$ cat config.mk
export PLATFORM = sky130hd
export DESIGN_NAME = wb_arbiter
export DESIGN_NICKNAME = d
export VERILOG_FILES = /design/src/rtl/wb_arbiter_pkg.sv /design/src/rtl/wb_arbiter_rr_arbiter.sv /design/src/rtl/wb_arbiter.sv
export SDC_FILE = /design/constraint.sdc
export NUM_CORES = 1
export LEC_CHECK = 0
export CORE_UTILIZATION = 41
export CTS_BUF_LIST = sky130_fd_sc_hd__clkbuf_16
export CTS_CLUSTER_DIAMETER = 120
export DETAILED_ROUTE_END_ITERATION = 10
export PLACE_DENSITY_LB_ADDON = 0.12
export SETUP_SLACK_MARGIN = 0.4
export SLEW_MARGIN = 40
export SYNTH_ARGS = -nofsm -noshare
export SYNTH_HDL_FRONTEND = slang
export SYNTH_HIERARCHICAL = 1
export SYNTH_SLANG_ARGS = --single-unit
$ cat constraint.sdc
create_clock -name clk -period 2.6 [get_ports clk]
set_input_delay 0.39 -clock clk [delete_from_list [all_inputs] [get_ports clk]]
set_output_delay 0.39 -clock clk [all_outputs]
set_load 0.02 [all_outputs]
$ cat src/rtl/wb_arbiter_pkg.sv
// Shared constants and helpers for the writeback arbiter slice.
package wb_arbiter_pkg;

  localparam int unsigned WbNumReq     = 3;
  localparam int unsigned Xlen         = 64;
  localparam int unsigned RegAddrWidth = 5;

  function automatic int unsigned rr_next(int unsigned idx, int unsigned n);
    return (idx + 1 >= n) ? 0 : idx + 1;
  endfunction

endpackage

$ cat src/rtl/wb_arbiter_rr_arbiter.sv
// Round-robin arbiter: one-hot grant, pointer moves past the winner on advance.
module rr_arbiter
  import wb_arbiter_pkg::*;
#(
  parameter int unsigned NUM_REQ = WbNumReq
) (
  input  logic               clk,
  input  logic               rst_n,
  input  logic [NUM_REQ-1:0] req,
  input  logic               advance,
  output logic [NUM_REQ-1:0] grant
);

  localparam int unsigned PtrW = (NUM_REQ > 1) ? $clog2(NUM_REQ) : 1;

  logic [PtrW-1:0]    ptr_q, ptr_d;
  logic [PtrW-1:0]    sel;
  logic [NUM_REQ-1:0] upper;
  logic               any_upper;

  always_comb begin
    upper = '0;
    for (int i = 0; i < NUM_REQ; i++) begin
      upper[i] = req[i] && (PtrW'(i) >= ptr_q);
    end
    any_upper = |upper;
    sel = '0;
    // Lowest requester at/above the pointer wins, else wrap to lowest overall.
    for (int i = NUM_REQ - 1; i >= 0; i--) begin
      if (any_upper ? upper[i] : req[i]) sel = PtrW'(i);
    end
    grant = '0;
    for (int i = 0; i < NUM_REQ; i++) begin
      grant[i] = (|req) && (sel == PtrW'(i));
    end
    ptr_d = ptr_q;
    if (advance && (|req)) ptr_d = PtrW'(rr_next(32'(sel), NUM_REQ));
  end

  always_ff @(posedge clk or negedge rst_n) begin
    if (!rst_n) ptr_q <= '0;
    else        ptr_q <= ptr_d;
  end

endmodule

$ cat src/rtl/wb_arbiter.sv
// Writeback arbiter: round-robin regfile write port plus pending-write scoreboard.
// Optional WB_BYPASS_EN adds forwarding of the registered write to hazard queries.
module wb_arbiter
  import wb_arbiter_pkg::*;
#(
  parameter int unsigned NUM_REQ = WbNumReq,
  parameter int unsigned XLEN    = Xlen,
  parameter int unsigned AW      = RegAddrWidth
) (
  input  logic                    clk,
  input  logic                    rst_n,
  input  logic [NUM_REQ-1:0]      req_valid,
  output logic [NUM_REQ-1:0]      req_ready,
  input  logic [NUM_REQ*AW-1:0]   req_addr,
  input  logic [NUM_REQ*XLEN-1:0] req_data,
  output logic                    rd_wen,
  output logic [AW-1:0]           rd_addr,
  output logic [XLEN-1:0]         rd_data,
  input  logic                    sb_set,
  input  logic [AW-1:0]           sb_set_addr,
  input  logic [AW-1:0]           rs1_addr,
  input  logic [AW-1:0]           rs2_addr,
`ifdef WB_BYPASS_EN
  output logic                    rs1_fwd_hit,
  output logic                    rs2_fwd_hit,
  output logic [XLEN-1:0]         rs1_fwd_data,
  output logic [XLEN-1:0]         rs2_fwd_data,
`endif
  output logic                    rs1_busy,
  output logic                    rs2_busy
);

  localparam int unsigned NumRegs = 1 << AW;

  logic [NUM_REQ-1:0] grant;
  logic [AW-1:0]      win_addr;
  logic [XLEN-1:0]    win_data;
  logic               rd_wen_q;
  logic [AW-1:0]      rd_addr_q;
  logic [XLEN-1:0]    rd_data_q;
  logic [NumRegs-1:0] pend_q, pend_d;

  rr_arbiter #(
    .NUM_REQ (NUM_REQ)
  ) u_rr (
    .clk     (clk),
    .rst_n   (rst_n),
    .req     (req_valid),
    .advance (|req_valid),
    .grant   (grant)
  );

  // The output stage never stalls, so every grant is an accept.
  assign req_ready = grant;

  always_comb begin
    win_addr = '0;
    win_data = '0;
    for (int i = 0; i < NUM_REQ; i++) begin
      if (grant[i]) begin
        win_addr = req_addr[i*AW +: AW];
        win_data = req_data[i*XLEN +: XLEN];
      end
    end
  end

  // Writes to x0 are accepted but dropped; address/data then hold.
  always_ff @(posedge clk or negedge rst_n) begin
    if (!rst_n) begin
      rd_wen_q  <= 1'b0;
      rd_addr_q <= '0;
      rd_data_q <= '0;
    end else if ((|grant) && (win_addr != '0)) begin
      rd_wen_q  <= 1'b1;
      rd_addr_q <= win_addr;
      rd_data_q <= win_data;
    end else begin
      rd_wen_q  <= 1'b0;
    end
  end

  assign rd_wen  = rd_wen_q;
  assign rd_addr = rd_addr_q;
  assign rd_data = rd_data_q;

  // Set after clear: a same-edge set belongs to a newer producer.
  always_comb begin
    pend_d = pend_q;
    if (rd_wen_q) pend_d[rd_addr_q] = 1'b0;
    if (sb_set && (sb_set_addr != '0)) pend_d[sb_set_addr] = 1'b1;
    pend_d[0] = 1'b0;
  end

  always_ff @(posedge clk or negedge rst_n) begin
    if (!rst_n) pend_q <= '0;
    else        pend_q <= pend_d;
  end

`ifdef WB_BYPASS_EN
  assign rs1_fwd_hit  = rd_wen_q && (rd_addr_q == rs1_addr) && (rs1_addr != '0);
  assign rs2_fwd_hit  = rd_wen_q && (rd_addr_q == rs2_addr) && (rs2_addr != '0);
  assign rs1_fwd_data = rd_data_q;
  assign rs2_fwd_data = rd_data_q;
  assign rs1_busy     = pend_q[rs1_addr] && !rs1_fwd_hit;
  assign rs2_busy     = pend_q[rs2_addr] && !rs2_fwd_hit;
`else
  assign rs1_busy     = pend_q[rs1_addr];
  assign rs2_busy     = pend_q[rs2_addr];
`endif

endmodule

==> flow_metrics.py <==
metrics = {
    "outcome": {
        "status": "finished, final reports clean",
    },
    "logic_synthesis": {
        "ys.flop_type": "dfrtp_1",
        "synth.most_common_cell": "o21ai_0",
        "syn_inst": 568,
        "synth.top_cell.area_share": 0.432,
        "synth_top_area_cell": "dfrtp_1",
        "synthesis.nets": 796,
        "synthArstFlopShare": 1.00,
        "yosys_warnings": 6,
        "avgSynthCellArea_um2": 10.5,
        "synthesis.area_mm2": 0.00597,
        "synthTopCellsByArea": "dfrtp_1 43%, o21ai_0 11%, mux2_4 10%, a22oi_1 8.1%, mux4_2 6.8%",
        "yosys-top-cells-count": "132 x o21ai_0, 103 x dfrtp_1, 72 x nand2_1",
        "yosysSeqAreaShare": 0.432,
        "ys_ff_latch": 103,
        "synth_edf_count": 0,
        "synth_cell_type_count": 32,
    },
    "drt": {
        "antenna_left": 0,
        "post_drt_via_cell_ratio": 5.59,
        "dr.pass1.iters": 4,
        "drt-wirelength-per-cell_um": 20.6,
        "wirelength_um": 22700,
        "dr_total_vias": 6179,
        "drc": 0,
        "dr.first_iter.drc_count": 352,
    },
    "worst_setup_path": {
        "crit_start": "pend_q[7]",
        "crit_fanout": 3,
        "worst-r2r-cell-count": 10,
        "r2r_end": "rd_data[49]",
        "path_cells": "mux4_2 > mux4_2 > mux2_4 > buf_6",
        "crit_required_ps": 2210,
        "critPathLaunchType": "register",
        "slowest_stage": "mux4_2",
        "rrSetupSlack_ps": 200,
        "path_class": "register to output pin",
        "path_buf_inv": 1,
        "cp_common_cell": "mux4_2",
        "max_stage_delay_ps": 490,
        "path_delay_family": "multiplexers",
        "reg2reg_from": "u_rr/ptr_q[0]",
        "cp.arrival_ps": 2170,
        "worstSetupEndpointType": "output pin",
    },
    "die": {
        "die_h_um": 123,
        "dieArea_mm2": 0.0150,
        "io_pins": 303,
        "die_w_um": 123,
        "start_util": 0.425,
        "core_area_mm2": 0.0140,
        "rows": 43,
    },
    "sta": {
        "tightest_slew_ps": 615,
        "fin_skew_ps": 6.15,
        "setup_tns_ps": 0,
        "min_period_ps": 2560,
        "fin_crit_sh": 0.986,
        "drv_slew": 0,
        "hold_violations": 0,
        "slew_headroom": 0.590,
        "max_freq_ghz": 0.390,
        "rsz0062_at_grt": "true",
        "setup_violations": 0,
    },
    "pwr": {
        "ir_drop_v": 0.000380,
        "powerDensity_mw_per_mm2": 799,
        "total_leakage_power_uw": 0.00444,
    },
    "clock_network": {
        "postCtsHoldBufs": 0,
        "clk_pin_slew_ps": 70,
        "numCtsBuffers": 9,
        "insertion_delay_ps": 350,
        "ctsRootBufferMaster": "clkbuf_16",
        "cts.htree.levels": 3,
        "cts_buffer_depth": 2,
        "cts_tree": "built",
        "clock-sinks": 103,
    },
    "global_routing": {
        "grt_pass1_vias": 6337,
        "grt_max_degree": 48,
        "track_usage": 0.298,
        "overflow": 0,
        "antenna_found_initial": 0,
        "grt_pass1_wl_um": 33400,
    },
    "placement": {
        "io_buffers": 302,
        "hpwl_um": 16600,
        "place.gp.congestion": 0.986,
    },
    "layout": {
        "area_growth_pct": 76.0,
        "utilization": 0.748,
        "drive_gt1_frac": 0.234,
        "fill_cells": 988,
        "seq_area_mm2": 0.00258,
        "multi_input_area_mm2": 0.00344,
        "layout.nets": 1147,
    },
    "min_path": {
        "hold_path.class": "input port to async pin",
    },
    "job": {
        "max_cap_violations": 0,
    },
}
## worst register-to-register path: cells and delay by family (launching register included)
kind / cells / cell delay (ps)
multiplexers: 1 / 310
buffers and inverters: 3 / 480
AO/OA/AOI/OAI: 3 / 660
AND/OR/NAND/NOR: 3 / 410
flip-flops: 1 / 420
## stage by stage
step	cell area (µm²)	total power, µW	std cells	hold WS [ps]	worst slack [ps]
finish	10500	8400	1105	45.2	37.1
global route	10500	8790	1104	88.9	-6.26
CTS	10300	8200	1099	66.1	42.9
detailed placement	9440	6290	1050	435	-598
global placement	9440	6170	1050	430	-561
floorplan	6070	4500	568	94.4	387
## layer usage
layer / vias to the layer above / GRT usage / share of wire
met2: 318 / 0.517 / 0.51
met5: - / 0 / 0
met3: 52 / 0.0999 / 0.091
met1: 2972 / 0.333 / 0.37
li1: 2837 / - / -
met4: 0 / 0.121 / 0.029
## registers in the layout (all words and copies together) (netlist names)
signal	cells
rd_addr	5
pend_q	31
rd_wen	1
u_rr/ptr_q	2
rd_data	64
## repair_timing
item	in CTS	in global routing
buffers inserted	26	5
setup endpoints to repair	69	73
cloned	7	0
pin swaps	9	10
gates resized for setup	60	44
## cell families after synthesis
kind of cell           Yosys count  synth area share
multiplexers                    86             0.221
AO/OA/AOI/OAI                  217             0.216
AND/OR/NAND/NOR                116            0.0931
buffers and inverters           46            0.0371
flip-flops                     103             0.432
## worst max-delay path by stage
stage,to,cells past startpoint,slack (ps)
floorplan,rd_data[23],10,390
detailed placement,rs1_busy,6,-600
global placement,rs1_busy,6,-560
CTS,rs1_busy,4,40
global route,rs2_busy,4,-6
finish,rs1_busy,4,40
## layout by cell type, fill, tap and decap left out, drive strengths merged, types with 2 or more instances in the layout
master           n
mux2            68
or3b             4
mux4            18
o21ai          134
a22oi           64
nand2b           2
dlygate4sd2      8
buf             81
nor2b            6
or3              4
a21oi            9
clkdlybuf4s50  289
clkinv           3
nand3            7
bufinv           3
nand3b          14
clkbuf           9
dfrtp          103
o21a             3
a41o             4
clkdlybuf4s15    2
nor2             6
nand2           72
inv              5
## power by group
part,internal [µW],switching (µW)
sequential,2170,538
clock,936,611
combinational,2330,1810
## area by class of cell
cell class,count,share of cell area
flip-flops and latches,103,0.246
clock inverters,7,0.0107
inverters,4,0.00143
multi-input cells,421,0.328
clock buffers,9,0.0214
repair buffers,380,0.371
diodes,1,0.000238
well taps,180,0.0214
(Power assumes the default switching activity.)
